**src/rtl/regfile_scoreboard.sv**
```systemverilog
// Register file with two async read ports (optional writeback bypass), one
// writeback port and a per-register busy scoreboard for decode/writeback.
// One address is a read-only I/O register that returns the startIO bit.
module regfile_scoreboard #(
    parameter int WIDTH        = 16,
    parameter int REGNUM       = 16,
    parameter int ADDRESSWIDTH = 4,
    parameter int IOREG        = 15,
    parameter int BYPASS       = 1
) (
    input  logic                    clk,
    input  logic                    rst_n,
    input  logic                    startIO,
    input  logic [ADDRESSWIDTH-1:0] ra1,
    input  logic [ADDRESSWIDTH-1:0] ra2,
    output logic [WIDTH-1:0]        rd1,
    output logic [WIDTH-1:0]        rd2,
    output logic                    rbusy1,
    output logic                    rbusy2,
    input  logic                    issue_en,
    input  logic [ADDRESSWIDTH-1:0] issue_addr,
    output logic                    issue_ok,
    input  logic                    we3,
    input  logic [ADDRESSWIDTH-1:0] wa3,
    input  logic [WIDTH-1:0]        wd3,
    output logic [ADDRESSWIDTH:0]   busy_cnt,
    output logic                    err_wb
);

    localparam int NADDR = 2 ** ADDRESSWIDTH;
    localparam logic [ADDRESSWIDTH-1:0] IO_ADDR = ADDRESSWIDTH'(IOREG);

    // One bit per address: set for addresses that hold real, writable storage.
    // Built at elaboration so range checks become a simple table lookup.
    function automatic logic [NADDR-1:0] make_valid_mask();
        logic [NADDR-1:0] m;
        m = '0;
        for (int i = 0; i < NADDR; i++) begin
            m[i] = (i < REGNUM) && (i != IOREG);
        end
        return m;
    endfunction

    localparam logic [NADDR-1:0] VALID_MASK = make_valid_mask();

    // Storage spans the full address space; entries outside VALID_MASK are
    // never written and stay at their reset value.
    logic [WIDTH-1:0]        rf [NADDR];
    logic [NADDR-1:0]        busy;
    logic [NADDR-1:0]        busy_next;
    logic [ADDRESSWIDTH:0]   cnt_next;
    logic                    wr_ok;
    logic                    err_set;

    // Shared read-port logic: I/O register, bypass, then storage.
    function automatic logic [WIDTH-1:0] read_port(input logic [ADDRESSWIDTH-1:0] ra);
        logic [WIDTH-1:0] d;
        d = '0;
        if (ra == IO_ADDR) begin
            d = {{(WIDTH-1){1'b0}}, startIO};
        end else if (VALID_MASK[ra]) begin
            if ((BYPASS != 0) && we3 && (wa3 == ra)) begin
                d = wd3;
            end else begin
                d = rf[ra];
            end
        end
        return d;
    endfunction

    // Read ports and their busy flags; a retire in flight hides the busy bit.
    always_comb begin
        rd1    = read_port(ra1);
        rd2    = read_port(ra2);
        rbusy1 = VALID_MASK[ra1] && busy[ra1] && !(we3 && (wa3 == ra1));
        rbusy2 = VALID_MASK[ra2] && busy[ra2] && !(we3 && (wa3 == ra2));
    end

    // Issue acceptance, write qualification and next scoreboard state.
    always_comb begin
        wr_ok     = we3 && VALID_MASK[wa3];
        err_set   = wr_ok && !busy[wa3];
        issue_ok  = issue_en && (!VALID_MASK[issue_addr] || !busy[issue_addr] ||
                                 (we3 && (wa3 == issue_addr)));
        busy_next = busy;
        // Retire clears first so a same-register issue in the same cycle leaves it busy.
        if (wr_ok) begin
            busy_next[wa3] = 1'b0;
        end
        if (issue_ok && VALID_MASK[issue_addr]) begin
            busy_next[issue_addr] = 1'b1;
        end
        cnt_next = '0;
        for (int i = 0; i < NADDR; i++) begin
            cnt_next = cnt_next + (ADDRESSWIDTH+1)'(busy_next[i]);
        end
    end

    // Storage, scoreboard, busy count and sticky error update.
    always_ff @(posedge clk) begin
        if (!rst_n) begin
            rf       <= '{default: '0};
            busy     <= '0;
            busy_cnt <= '0;
            err_wb   <= 1'b0;
        end else begin
            if (wr_ok) begin
                rf[wa3] <= wd3;
            end
            busy     <= busy_next;
            busy_cnt <= cnt_next;
            if (err_set) begin
                err_wb <= 1'b1;
            end
        end
    end

endmodule
```
**config.mk**
```make
export PLATFORM = sky130hd
export DESIGN_NAME = regfile_scoreboard
export DESIGN_NICKNAME = d
export VERILOG_FILES = /design/src/rtl/regfile_scoreboard.sv
export SDC_FILE = /design/constraint.sdc
export NUM_CORES = 1
export LEC_CHECK = 0
export BUFFER_PORTS_ARGS = -buffer_cell sky130_fd_sc_hd__buf_2
export CAP_MARGIN = 20
export CORE_ASPECT_RATIO = 0.6
export CORE_MARGIN = 3
export CORE_UTILIZATION = 30
export DETAILED_ROUTE_END_ITERATION = 10
export GPL_TIMING_DRIVEN = 0
export PLACE_DENSITY = 0.55
export SLEW_MARGIN = 25
export SYNTH_ARGS = -nofsm -noshare
export SYNTH_HDL_FRONTEND = slang
export SYNTH_SLANG_ARGS = --single-unit
```
**constraint.sdc**
```tcl
create_clock -name clk -period 8.2 [get_ports clk]
set_input_delay 0.82 -clock clk [delete_from_list [all_inputs] [get_ports clk]]
set_output_delay 0.82 -clock clk [all_outputs]
set_load 0.01 [all_outputs]
```
==> summary.txt, run 1 <==
Logic synthesis
  • Synth area leader: dfxtp_1
  • Yosys cell types: 54
  • Largest family of logic cells by synthesized area: multiplexers
  • Syn. warnings: 0
  • Synth Register Bits: 278
  • Simple-Gate Fraction of Synth Area: 17.47%
  • Mean Syn Cell Area: 9.010 sq um
  • Post-synth EDFFs: 0
  • Post-Syn Area: 15300 sq um
  • Area share of xor/xnor cells in the synthesized design: 0.7442%
  • Ys async rst share: 0%
  • Synth Area in Compound Gates: 14.87%
  • Sequential share of the synthesized area: 36.38%
  • Post-Synth Adder-Cell Area: 1.717%
  • Cell count after synthesis: 1698
  • Syn_nets: 1750
  • Main synth FF type: dfxtp_1
  • Area contributors post-synth: dfxtp_1 36%, mux4_2 21%, nand2_1 13%
  • Post-synth top area share: 36.38%
  • Mux contribution to synthesized area: 23.89%

STA
  • Final Skew: 0.006192 ns
  • Max Clock Freq: 177.9 MHz
  • Fin crit period: 5.622 ns
  • Final setup TNS: 0 ns
  • Final setup violation count: 0
  • Normalized max-slew margin: 28.53%
  • Final Slew Violations: 0
  • Period utilization: 68.56%
  • Least-Margin Pin Slew: 1.072 ns
  • Hold Fails Final Rpt: 0
  • RSZ-0062 raised after global routing: no

Worst setup path
  • CP Data Arrival Time: 6.12 ns
  • Worst R2R Start: busy[3]
  • Critical Path Stages: 17
  • R2r worst-path depth: 16
  • CP most frequent cell: fa_1
  • R2r endpoint: busy_cnt[2]
  • Critical path's top delay family: adder cells
  • Slowest CP cell: clkbuf_1
  • Reg2Reg Setup Slack: 2.96 ns
  • Critical-path maximum fanout: 10
  • Max stage delay on crit path: 0.56 ns
  • CP endpoint: busy_cnt[2]
  • CP Class: input port to flip-flop
  • CP Cell Sequence: buf_2, nor2b_1, and2_1, clkbuf_1, nand3_1, clkbuf_1, a2bb2oi_1, fa_1, fa_1, fa_1, inv_1, fa_1, ha_1, inv_1, fa_1, nor2b_1, nor3_1
  • Crit path buf inv count: 5
  • Worst Setup End Kind: flip-flop
  • Setup crit start: we3
  • CP startpoint kind: input port
  • Required time of the critical path: 8.70 ns

Global routing
  • Initial antenna violation count: 2
  • GRT met3 Usage: 9.909%
  • Busiest grt layer: met1
  • Vias in the first global route: 13420
  • Grt ovf: 0
  • Tot GR Track Use: 22.68%
  • First-pass GRT wire length: 90260 um
  • Largest net degree at the start of global routing: 15
  • GR Util met2: 29.32%
  • M1 GR Usage: 33.37%

Clocking
  • H-tree levels: 1
  • Clk slew on worst S/H paths: 0.07 ns
  • Post-CTS sizing: 0
  • Sink Count: 278
  • Cts bufs inserted: 28
  • Hold buffer count at CTS: 0
  • Clock Latency Late Sink: 0.58 ns
  • CTS max path bufs: 3
  • TritonCTS clock tree: yes
  • Post-CTS Setup Bufs: 0
  • Root Buffer: clkbuf_16

Layout
  • Share of cells above drive strength 1: 16.85%
  • Antenna diodes: 0
  • Nets: 1829
  • Area Overhead vs Synth: 13.67%
  • Fin util: 34.86%
  • Finished Cell Area: 17390 sq um

Power and ir drop
  • Total chip power: 3.195 mW
  • Pleak: 5.853 nW
  • Pwr dens: 183.7 nW/um^2
  • IR drop worst, VDD: 0.0001531 V

Detailed routing
  • DR iter-0 viols: 1795
  • Pre-antenna DRT Iters: 6
  • Vias per Instance: 5.731
  • Drt drc: 0
  • Post-route ant nets: 0
  • Routed vias: 14210
  • Wire length per cell: 25.29 um
  • Final WL: 62710 um

Floorplanning
  • Total core area: 49900 sq um
  • Top Ports: 78
  • Die Area: 53830 sq um
  • Row count: 63
  • Die height: 180.9 um
  • Initial Util: 30.66%
  • Die width: 297.5 um

Placed design
  • PortBufs: 49
  • Final Wtd Congestion: 0.9808
  • Post-DP HPWL: 48100 um
  • DP Area: 16400 sq um

Min path
  • Class of the worst hold path: flip-flop to flip-flop

Outcome
  • Status: complete, no violations

Job
  • MaxCap Viol Count: 0
==> sequential cells by signal, summed over array words and instances, names as in the netlist <==
signal	flops
rf	256
busy	16
busy_cnt	5
err_wb	1
==> synthesized netlist by cell type, drive strengths merged, types with 11 or more instances <==
library cell  number
nand2            512
a21oi            279
dfxtp            278
mux4             144
clkbuf           111
buf               56
nor2b             43
mux2i             40
a211oi            33
a22o              30
and2              26
nor2              20
nand3             15
inv               13
o21ai             11
==> worst register-to-register path, delay by kind of cell, from the launching register on <==
kind | cells | cell delay [ns]
compound gates | 2 | 0.71
mux | 2 | 0.62
buf+inv | 3 | 0.17
fa+ha+maj | 6 | 2.67
flops | 1 | 0.48
simple gates | 3 | 0.50
==> metrics by stage <==
step	cells	hold WS [ns]	setup WS [ns]
3_5_place_dp	2429	0.4573	2.100
3_3_place_gp	2429	0.4486	2.152
2_1_floorplan	1698	0.4419	2.960
6_report	2480	0.4668	2.578
4_1_cts	2480	0.4664	2.662
5_1_grt	2480	0.4859	2.359
==> layout by cell type, fill, tap and decap left out, types with 30 or more instances in the layout <==
cell type and count:
a22o_1 30, a21oi_1 278, mux4_2 144, dfxtp_1 278
clkbuf_1 115, nor2b_1 43, buf_2 98, a211oi_1 33
nand2_1 512, mux2i_1 40
==> area by class of cell <==
type	instances	area, sq um
buffer	167	703.2
clock buffer	35	757.0
clock inverter	16	231.5
fill	5071	32500
inverter	14	52.55
multi-input combinational	1239	8984
sequential	278	5565
tap	682	853.3
timing repair buffer	49	245.2
==> kinds of logic (layout without fill, tap and decap cells) <==
group                    count (synthesis)  in the layout
flip-flops                             278            278
adder cells (fa/ha/maj)                 15             15
buffers and inverters                  181            281
XOR/XNOR                                13             13
AND/OR/NAND/NOR                        640            640
AO/OA/AOI/OAI                          386            386
multiplexers                           185            185
==> report_power, final <==
part / total (mW) / internal (mW) / leakage [nW] / switching, mW
clock: 1.43 / 0.815 / 0.477 / 0.616
sequential: 1.38 / 1.37 / 2.24 / 0.0140
combinational: 0.382 / 0.119 / 3.13 / 0.263
total: 3.20 / 2.30 / 5.85 / 0.893
==> how the worst min path moves through the flow <==
stage	slack, ns	cells after the start	startpoint	to
finish	0.47	2	rf[209]	rf[209]
global route	0.49	2	rf[109]	rf[109]
CTS	0.47	2	rf[147]	rf[147]
detailed placement	0.46	2	rf[147]	rf[147]
global placement	0.45	2	rf[199]	rf[199]
floorplan	0.44	1	rf[15]	rf[15]
==> per-layer routing <==
metal	routed length, um	vias up	part of all wire, %
met4	1782	4	2.8
met5	188	-	0.30
met3	9101	104	15
met1	28030	7010	45
met2	23610	939	38
li1	-	6157	-
(Power assumes the default switching activity.)
==> run 2: changes to the inputs <==
--- a/config.mk
+++ b/config.mk
@@ -5,6 +5,7 @@
 export SDC_FILE = /design/constraint.sdc
 export NUM_CORES = 1
 export LEC_CHECK = 0
+export ABC_AREA = 1
 export BUFFER_PORTS_ARGS = -buffer_cell sky130_fd_sc_hd__buf_2
 export CAP_MARGIN = 20
 export CORE_ASPECT_RATIO = 0.6
==> constraint.sdc (replaced) <==
create_clock -name clk -period 5.2 [get_ports clk]
set_input_delay 0.52 -clock clk [delete_from_list [all_inputs] [get_ports clk]]
set_output_delay 0.52 -clock clk [all_outputs]
set_load 0.01 [all_outputs]
==> summary.txt, run 2 <==
STA
  • Period utilization: 94.81%
  • RSZ-0062 raised after global routing: no (unchanged)
  • Final Slew Violations: 0 (unchanged)
  • Final setup violation count: 0 (unchanged)
  • Fin crit period: 4.930 ns
  • Hold Fails Final Rpt: 0 (unchanged)
  • Least-Margin Pin Slew: 1.154 ns (was 1.072 ns)
  • Setup WS post-layout: 0.2700 ns (was 2.578 ns)
  • Final Skew: 0.005781 ns (was 0.006192 ns)
  • Normalized max-slew margin: 23.05% (was 28.53%)
  • Max Clock Freq: 202.8 MHz

Layout
  • Reg with most FFs: rf (unchanged)
  • Area Overhead vs Synth: 14.51% (was 13.67%)
  • Multi-input gate area: 8665 sq um (was 8984 sq um)
  • Nets: 2645 (was 1829)
  • Share of cells above drive strength 1: 8.180% (was 16.85%)
  • # fillers: 5741 (was 5071)
  • Fin util: 34.92% (was 34.86%)
  • Number of flip-flops in the largest register: 256 (unchanged)
  • Largest regs: rf (256), busy (16), busy_cnt (5) (unchanged)
  • Finished Cell Area: 17900 sq um (was 17390 sq um)
  • Most frequent cells in the layout: 627 x o21ai_0, 595 x nor2_1, 278 x dfxtp_1, 232 x nand2_1, 216 x a21oi_1 (was 512 x nand2_1, 278 x a21oi_1, 278 x dfxtp_1, 144 x mux4_2, 115 x clkbuf_1)
  • Register area: 5565 sq um (unchanged)
  • Non-filler cells in the finished layout: 3311 (was 2480)
  • Commonest non-fill, non-tap cell in the layout: o21ai_0 (was nand2_1)

Clocking
  • Clock Latency Late Sink: 0.60 ns (was 0.58 ns)
  • CTS max path bufs: 3 (unchanged)
  • Sink Count: 278 (unchanged)
  • Root Buffer: clkbuf_16 (unchanged)
  • TritonCTS clock tree: yes (unchanged)
  • Cts bufs inserted: 30 (was 28)
  • Post-CTS sizing: 0 (unchanged)
  • Clk slew on worst S/H paths: 0.06 ns (was 0.07 ns)
  • H-tree levels: 1 (unchanged)
  • Post-CTS Setup Bufs: 0 (unchanged)
  • Hold buffer count at CTS: 0 (unchanged)

Detailed routing
  • DR iter-0 viols: 2824 (was 1795)
  • Pre-antenna DRT Iters: 6 (unchanged)
  • Drt drc: 0 (unchanged)
  • Post-route ant nets: 0 (unchanged)
  • Wire length per cell: 27.98 um (was 25.29 um)
  • Routed vias: 19050 (was 14210)
  • Final WL: 92630 um (was 62710 um)
  • Vias per Instance: 5.754 (was 5.731)

Logic synthesis
  • Post-synth EDFFs: 0 (unchanged)
  • Syn. warnings: 0 (unchanged)
  • Top post-synthesis cells by count: 627 x o21ai_0, 595 x nor2_1, 278 x dfxtp_1 (was 512 x nand2_1, 278 x a21oi_1, 278 x dfxtp_1)
  • Cell count after synthesis: 2490 (was 1698)
  • Most numerous cell in the Yosys netlist: o21ai_0 (was nand2_1)
  • Area contributors post-synth: dfxtp_1 36%, o21ai_0 20%, nor2_1 14% (was dfxtp_1 36%, mux4_2 21%, nand2_1 13%)
  • Synth Register Bits: 278 (unchanged)
  • Mean Syn Cell Area: 6.277 sq um (was 9.010 sq um)
  • Main synth FF type: dfxtp_1 (unchanged)
  • Syn_nets: 2542 (was 1750)
  • Synth area leader: dfxtp_1 (unchanged)
  • Yosys cell types: 31 (was 54)
  • Post-synth top area share: 35.61% (was 36.38%)
  • Sequential share of the synthesized area: 35.61% (was 36.38%)
  • Ys async rst share: 0% (unchanged)
  • Post-Syn Area: 15630 sq um (was 15300 sq um)

Global routing
  • Largest net degree at the start of global routing: 15 (unchanged)
  • Grt ovf: 0 (unchanged)
  • First-pass GRT wire length: 127400 um (was 90260 um)
  • Vias in the first global route: 17080 (was 13420)
  • Tot GR Track Use: 32.44% (was 22.68%)
  • Initial antenna violation count: 6 (was 2)

Floorplanning
  • Die width: 300.7 um (was 297.5 um)
  • Top Ports: 78 (unchanged)
  • Total core area: 51250 sq um (was 49900 sq um)
  • Die Area: 54960 sq um (was 53830 sq um)
  • Die height: 182.8 um (was 180.9 um)
  • Row count: 64 (was 63)
  • Initial Util: 30.50% (was 30.66%)

Worst setup path
  • Critical-path maximum fanout: 9 (was 10)
  • CP startpoint kind: input port (unchanged)
  • Required time of the critical path: 5.73 ns (was 8.70 ns)
  • CP Data Arrival Time: 5.46 ns (was 6.12 ns)
  • Worst Setup End Kind: flip-flop (unchanged)
  • CP Class: input port to flip-flop (unchanged)

Power and ir drop
  • Sw frac: 32.66% (was 27.96%)
  • NetSw: 1.783 mW (was 0.8933 mW)
  • Clock group share of total power: 41.8% (was 44.8%)
  • Int Power: 3.677 mW (was 2.302 mW)
  • Flop pwr share: 40.5% (was 43.2%)
  • Comb power frac: 17.7% (was 12.0%)
  • Pleak: 7.285 nW (was 5.853 nW)
  • Pwr dens: 305.1 nW/um^2 (was 183.7 nW/um^2)
  • IR drop worst, VDD: 0.0002859 V (was 0.0001531 V)

Outcome
  • Status: complete, no violations (unchanged)

Min path
  • Class of the worst hold path: input port to flip-flop (was flip-flop to flip-flop)

Placed design
  • DP Area: 16860 sq um (was 16400 sq um)
  • Setup WS pre-CTS: -0.2400 ns (was 2.100 ns)
  • Post-Place Cells: 3253 (was 2429)
  • Final Wtd Congestion: 1.155 (was 0.9808)
  • Post-DP HPWL: 71290 um (was 48100 um)
  • PortBufs: 68 (was 49)

Job
  • MaxCap Viol Count: 0 (unchanged)
==> run 2: final timing paths <==
check | from | endpoint | slack, ns | cells after the start
max | wa3[2] | busy_cnt[2] | 0.27 | 20
min | wd3[0] | rf[240] | 0.30 | 3
max reg2reg | busy[12] | busy_cnt[2] | 0.30 | 22
min reg2reg | err_wb | err_wb | 0.45 | 2
==> run 2: logic make-up after synthesis <==
group	count (synthesis)	share of synthesized area, %
DFF	278	35.61
AOI/OAI and AO/OA	918	30.03
and+or+nand+nor	928	23.62
xor gates and xnor gates	2	0.1121
buffers and inverters	349	8.958
adders and majority gates	15	1.681
==> run 2: cell type report <==
class / instances / share of cell area, %
diodes: 2 / 0.02796
plain buffers: 202 / 4.782
clock buffers: 42 / 4.901
clock inverters: 13 / 0.7410
inverters: 147 / 3.083
multi-input cells: 1863 / 48.41
flip-flops and latches: 278 / 31.10
well taps: 693 / 4.845
repair buffers: 71 / 2.111
==> run 2: power by group through the flow <==
stage	clock network (mW)	registers (mW)	logic, mW
after floorplan	0	2.24	0.469
after global placement	0	2.25	0.911
after detailed placement	0	2.26	0.916
after CTS	2.29	2.21	0.920
after global routing	2.39	2.21	1.01
final	2.28	2.21	0.966
==> run 2: routing by layer <==
metal	part of all wire, %	vias to the layer above	track usage, %
met5	0	-	0
met4	3.6	0	10.54
met3	13	189	10.77
met2	40	1252	45.60
met1	44	9122	46.36
li1	-	8490	-
==> run 2: through the flow <==
step                hold WS (ns)  power [mW]  TNS, ns
finish                    0.2978       5.460        0
global route              0.2784       5.605        0
CTS                       0.2766       5.422        0
detailed placement        0.4393       3.171  -0.7319
global placement          0.4373       3.165  -0.6685
floorplan                 0.4209       2.714        0
==> run 2: critical path: stages <==
cell and delay, ns:
buf_2 0.23, inv_2 0.07, nor2_1 0.23, nand2_1 0.24, nor2_2 0.45, inv_2 0.26, nand2_1 0.15, nand2_1 0.10
fa_1 0.55, inv_1 0.06, fa_1 0.52, fa_1 0.52, inv_1 0.05, fa_1 0.53, ha_1 0.18, inv_1 0.07
fa_1 0.41, inv_1 0.09, o21ai_0 0.08, a21oi_1 0.14
==> run 3: changes to the inputs <==
--- a/config.mk
+++ b/config.mk
@@ -9,7 +9,7 @@
 export BUFFER_PORTS_ARGS = -buffer_cell sky130_fd_sc_hd__buf_2
 export CAP_MARGIN = 20
 export CORE_ASPECT_RATIO = 0.6
-export CORE_MARGIN = 3
+export CORE_MARGIN = 5
 export CORE_UTILIZATION = 30
 export DETAILED_ROUTE_END_ITERATION = 10
 export GPL_TIMING_DRIVEN = 0
==> summary.txt, run 3 (same netlist as run 2, synthesis figures left out) <==
Worst setup path
  • CP startpoint kind: input port (unchanged)
  • Worst Setup End Kind: flip-flop (unchanged)
  • Required time of the critical path: 5.74 ns (was 5.73 ns)
  • R2r worst-path depth: 22 (unchanged)
  • Reg2Reg Setup Slack: 0.34 ns (was 0.30 ns)
  • CP Data Arrival Time: 5.46 ns (about the same)
  • Worst R2R Start: busy[12] (unchanged)
  • Setup crit start: wa3[0] (was wa3[2])
  • Critical-path maximum fanout: 10 (was 9)
  • CP endpoint: busy_cnt[2] (unchanged)
  • CP Class: input port to flip-flop (unchanged)
  • R2r endpoint: busy_cnt[2] (unchanged)

Job
  • MaxCap Viol Count: 0 (unchanged)

Detailed routing
  • Routed vias: 19020 (was 19050)
  • Wire length per cell: 28.58 um (was 27.98 um)
  • Met3 wire length: 12800 um (was 12400 um)
  • M1 WL: 41990 um (was 40300 um)
  • Final WL: 94570 um (was 92630 um)
  • Drt drc: 0 (unchanged)
  • Vias per Instance: 5.748 (was 5.754)
  • Post-route ant nets: 0 (unchanged)
  • DR iter-0 viols: 2774 (was 2824)
  • Met2 wire len: 35800 um (was 36600 um)
  • Pre-antenna DRT Iters: 6 (unchanged)
  • Top Metal Used: met5 (was met4)

STA
  • Period utilization: 94.70% (was 94.81%)
  • Final setup violation count: 0 (unchanged)
  • Final Skew: 0.01265 ns (was 0.005781 ns)
  • Max Clock Freq: 203.1 MHz (was 202.8 MHz)
  • Final Slew Violations: 0 (unchanged)
  • Hold Fails Final Rpt: 0 (unchanged)
  • Least-Margin Pin Slew: 1.188 ns (was 1.154 ns)
  • Normalized max-slew margin: 20.80% (was 23.05%)
  • Fin crit period: 4.925 ns (was 4.930 ns)
  • RSZ-0062 raised after global routing: no (unchanged)

Floorplanning
  • Row count: 64 (unchanged)
  • Die Area: 56910 sq um (was 54960 sq um)
  • Die width: 304.7 um (was 300.7 um)
  • Total core area: 51250 sq um (unchanged)
  • Initial Util: 30.50% (unchanged)
  • Die height: 186.8 um (was 182.8 um)
  • Top Ports: 78 (unchanged)

Layout
  • Finished Cell Area: 17920 sq um (was 17900 sq um)
  • Nets: 2642 (was 2645)
  • Non-filler cells in the finished layout: 3309 (was 3311)
  • Reg with most FFs: rf (unchanged)
  • Share of cells above drive strength 1: 8.454% (was 8.180%)
  • Commonest non-fill, non-tap cell in the layout: o21ai_0 (unchanged)
  • Area Overhead vs Synth: 14.63% (was 14.51%)
  • Largest regs: rf (256), busy (16), busy_cnt (5) (unchanged)
  • Most frequent cells in the layout: 627 x o21ai_0, 595 x nor2_1, 278 x dfxtp_1, 232 x nand2_1, 216 x a21oi_1 (unchanged)
  • Number of flip-flops in the largest register: 256 (unchanged)

Clocking
  • Sink Count: 278 (unchanged)
  • TritonCTS clock tree: yes (unchanged)
  • Cts bufs inserted: 30 (unchanged)
  • H-tree levels: 1 (unchanged)
  • Clock Latency Late Sink: 0.62 ns (was 0.60 ns)
  • CTS max path bufs: 3 (unchanged)
  • Root Buffer: clkbuf_16 (unchanged)
  • Clk slew on worst S/H paths: 0.06 ns (about the same)

Placed design
  • DP Area: 16850 sq um (was 16860 sq um)
  • PortBufs: 68 (unchanged)
  • Final Wtd Congestion: 1.046 (was 1.155)
  • Post-Place Cells: 3251 (was 3253)
  • Post-DP HPWL: 72990 um (was 71290 um)

Global routing
  • Grt ovf: 0 (unchanged)
  • Tot GR Track Use: 31.45% (was 32.44%)
  • Largest net degree at the start of global routing: 15 (unchanged)
  • First-pass GRT wire length: 130100 um (was 127400 um)
  • Vias in the first global route: 17330 (was 17080)
  • Initial antenna violation count: 6 (unchanged)

Power and ir drop
  • IR drop worst, VDD: 0.0002560 V (was 0.0002859 V)
  • Pwr dens: 310.8 nW/um^2 (was 305.1 nW/um^2)
  • Pleak: 7.299 nW (was 7.285 nW)

Min path
  • Class of the worst hold path: input port to flip-flop (unchanged)

Outcome
  • Status: complete, no violations (unchanged)
## run 3: cell count changes in the layout (fill, tap and decap cells not counted), sizes merged
cell,previous run,this run
bufinv,2,4
inv,144,145
clkinv,10,12
buf,119,116
clkinvlp,4,6
clkbuf,196,190
## run 3: layout make-up
type,count,area (sq um)
fill,5748,33330
multi-input combinational,1863,8667
sequential,278,5565
tap,693,867.1
buffer,202,862.1
clock buffer,36,824.5
inverter,147,551.8
timing repair buffer,68,340.3
clock inverter,20,232.7
antenna,2,5.005
## run 3: metal layers
metal | GRT usage (%) | up-vias
met1 | 46.55 | 9096
met2 | 41.88 | 1262
met4 | 11.62 | 2
li1 | - | 8474
met5 | 0 | -
met3 | 10.37 | 185
## run 3: timing repair
item | in CTS | in global routing
setup buffers | 0 | 0
setup endpoints to repair | 0 | 1
hold buffers | 0 | 0
gates resized for setup | 0 | 1
## run 3: power breakdown
part / switching, mW / leakage [nW] / internal [mW]
combinational: 0.743 / 4.54 / 0.224
sequential: 0.0342 / 2.25 / 2.18
clock: 1.05 / 0.506 / 1.34
total: 1.83 / 7.30 / 3.74
## run 3: worst min-delay path by stage
stage                start       to  cells after the start
floorplan            rf[0]    rf[0]                      2
global placement    rf[15]   rf[15]                      2
detailed placement  rf[15]   rf[15]                      2
CTS                 wd3[0]  rf[240]                      3
global route        wd3[0]  rf[240]                      3
finish              wd3[0]  rf[240]                      3
## run 3: critical path, stage by stage
cell,delay (ns)
buf_2,0.14
inv_2,0.16
nor2_1,0.11
inv_2,0.22
nor2_1,0.11
inv_1,0.14
clkbuf_1,0.64
nand2_1,0.17
nand2_1,0.17
fa_1,0.44
inv_1,0.10
fa_1,0.43
fa_1,0.52
inv_1,0.05
fa_1,0.53
ha_1,0.17
inv_1,0.07
fa_1,0.44
inv_1,0.10
o21ai_0,0.08
a21oi_1,0.14
## run 3: stage by stage
step	util [%]	hold slack [ns]	TNS, ns	total power [mW]	setup slack [ns]
finish	34.96	0.2772	0	5.568	0.2754
global route	34.95	0.2645	0	5.716	0.05429
CTS	34.93	0.2585	0	5.531	0.3676
detailed placement	32.87	0.4350	-0.4648	3.173	-0.1963
global placement	32.85	0.4345	-0.4247	3.170	-0.1819
floorplan	-	0.4209	0	2.714	0.6190
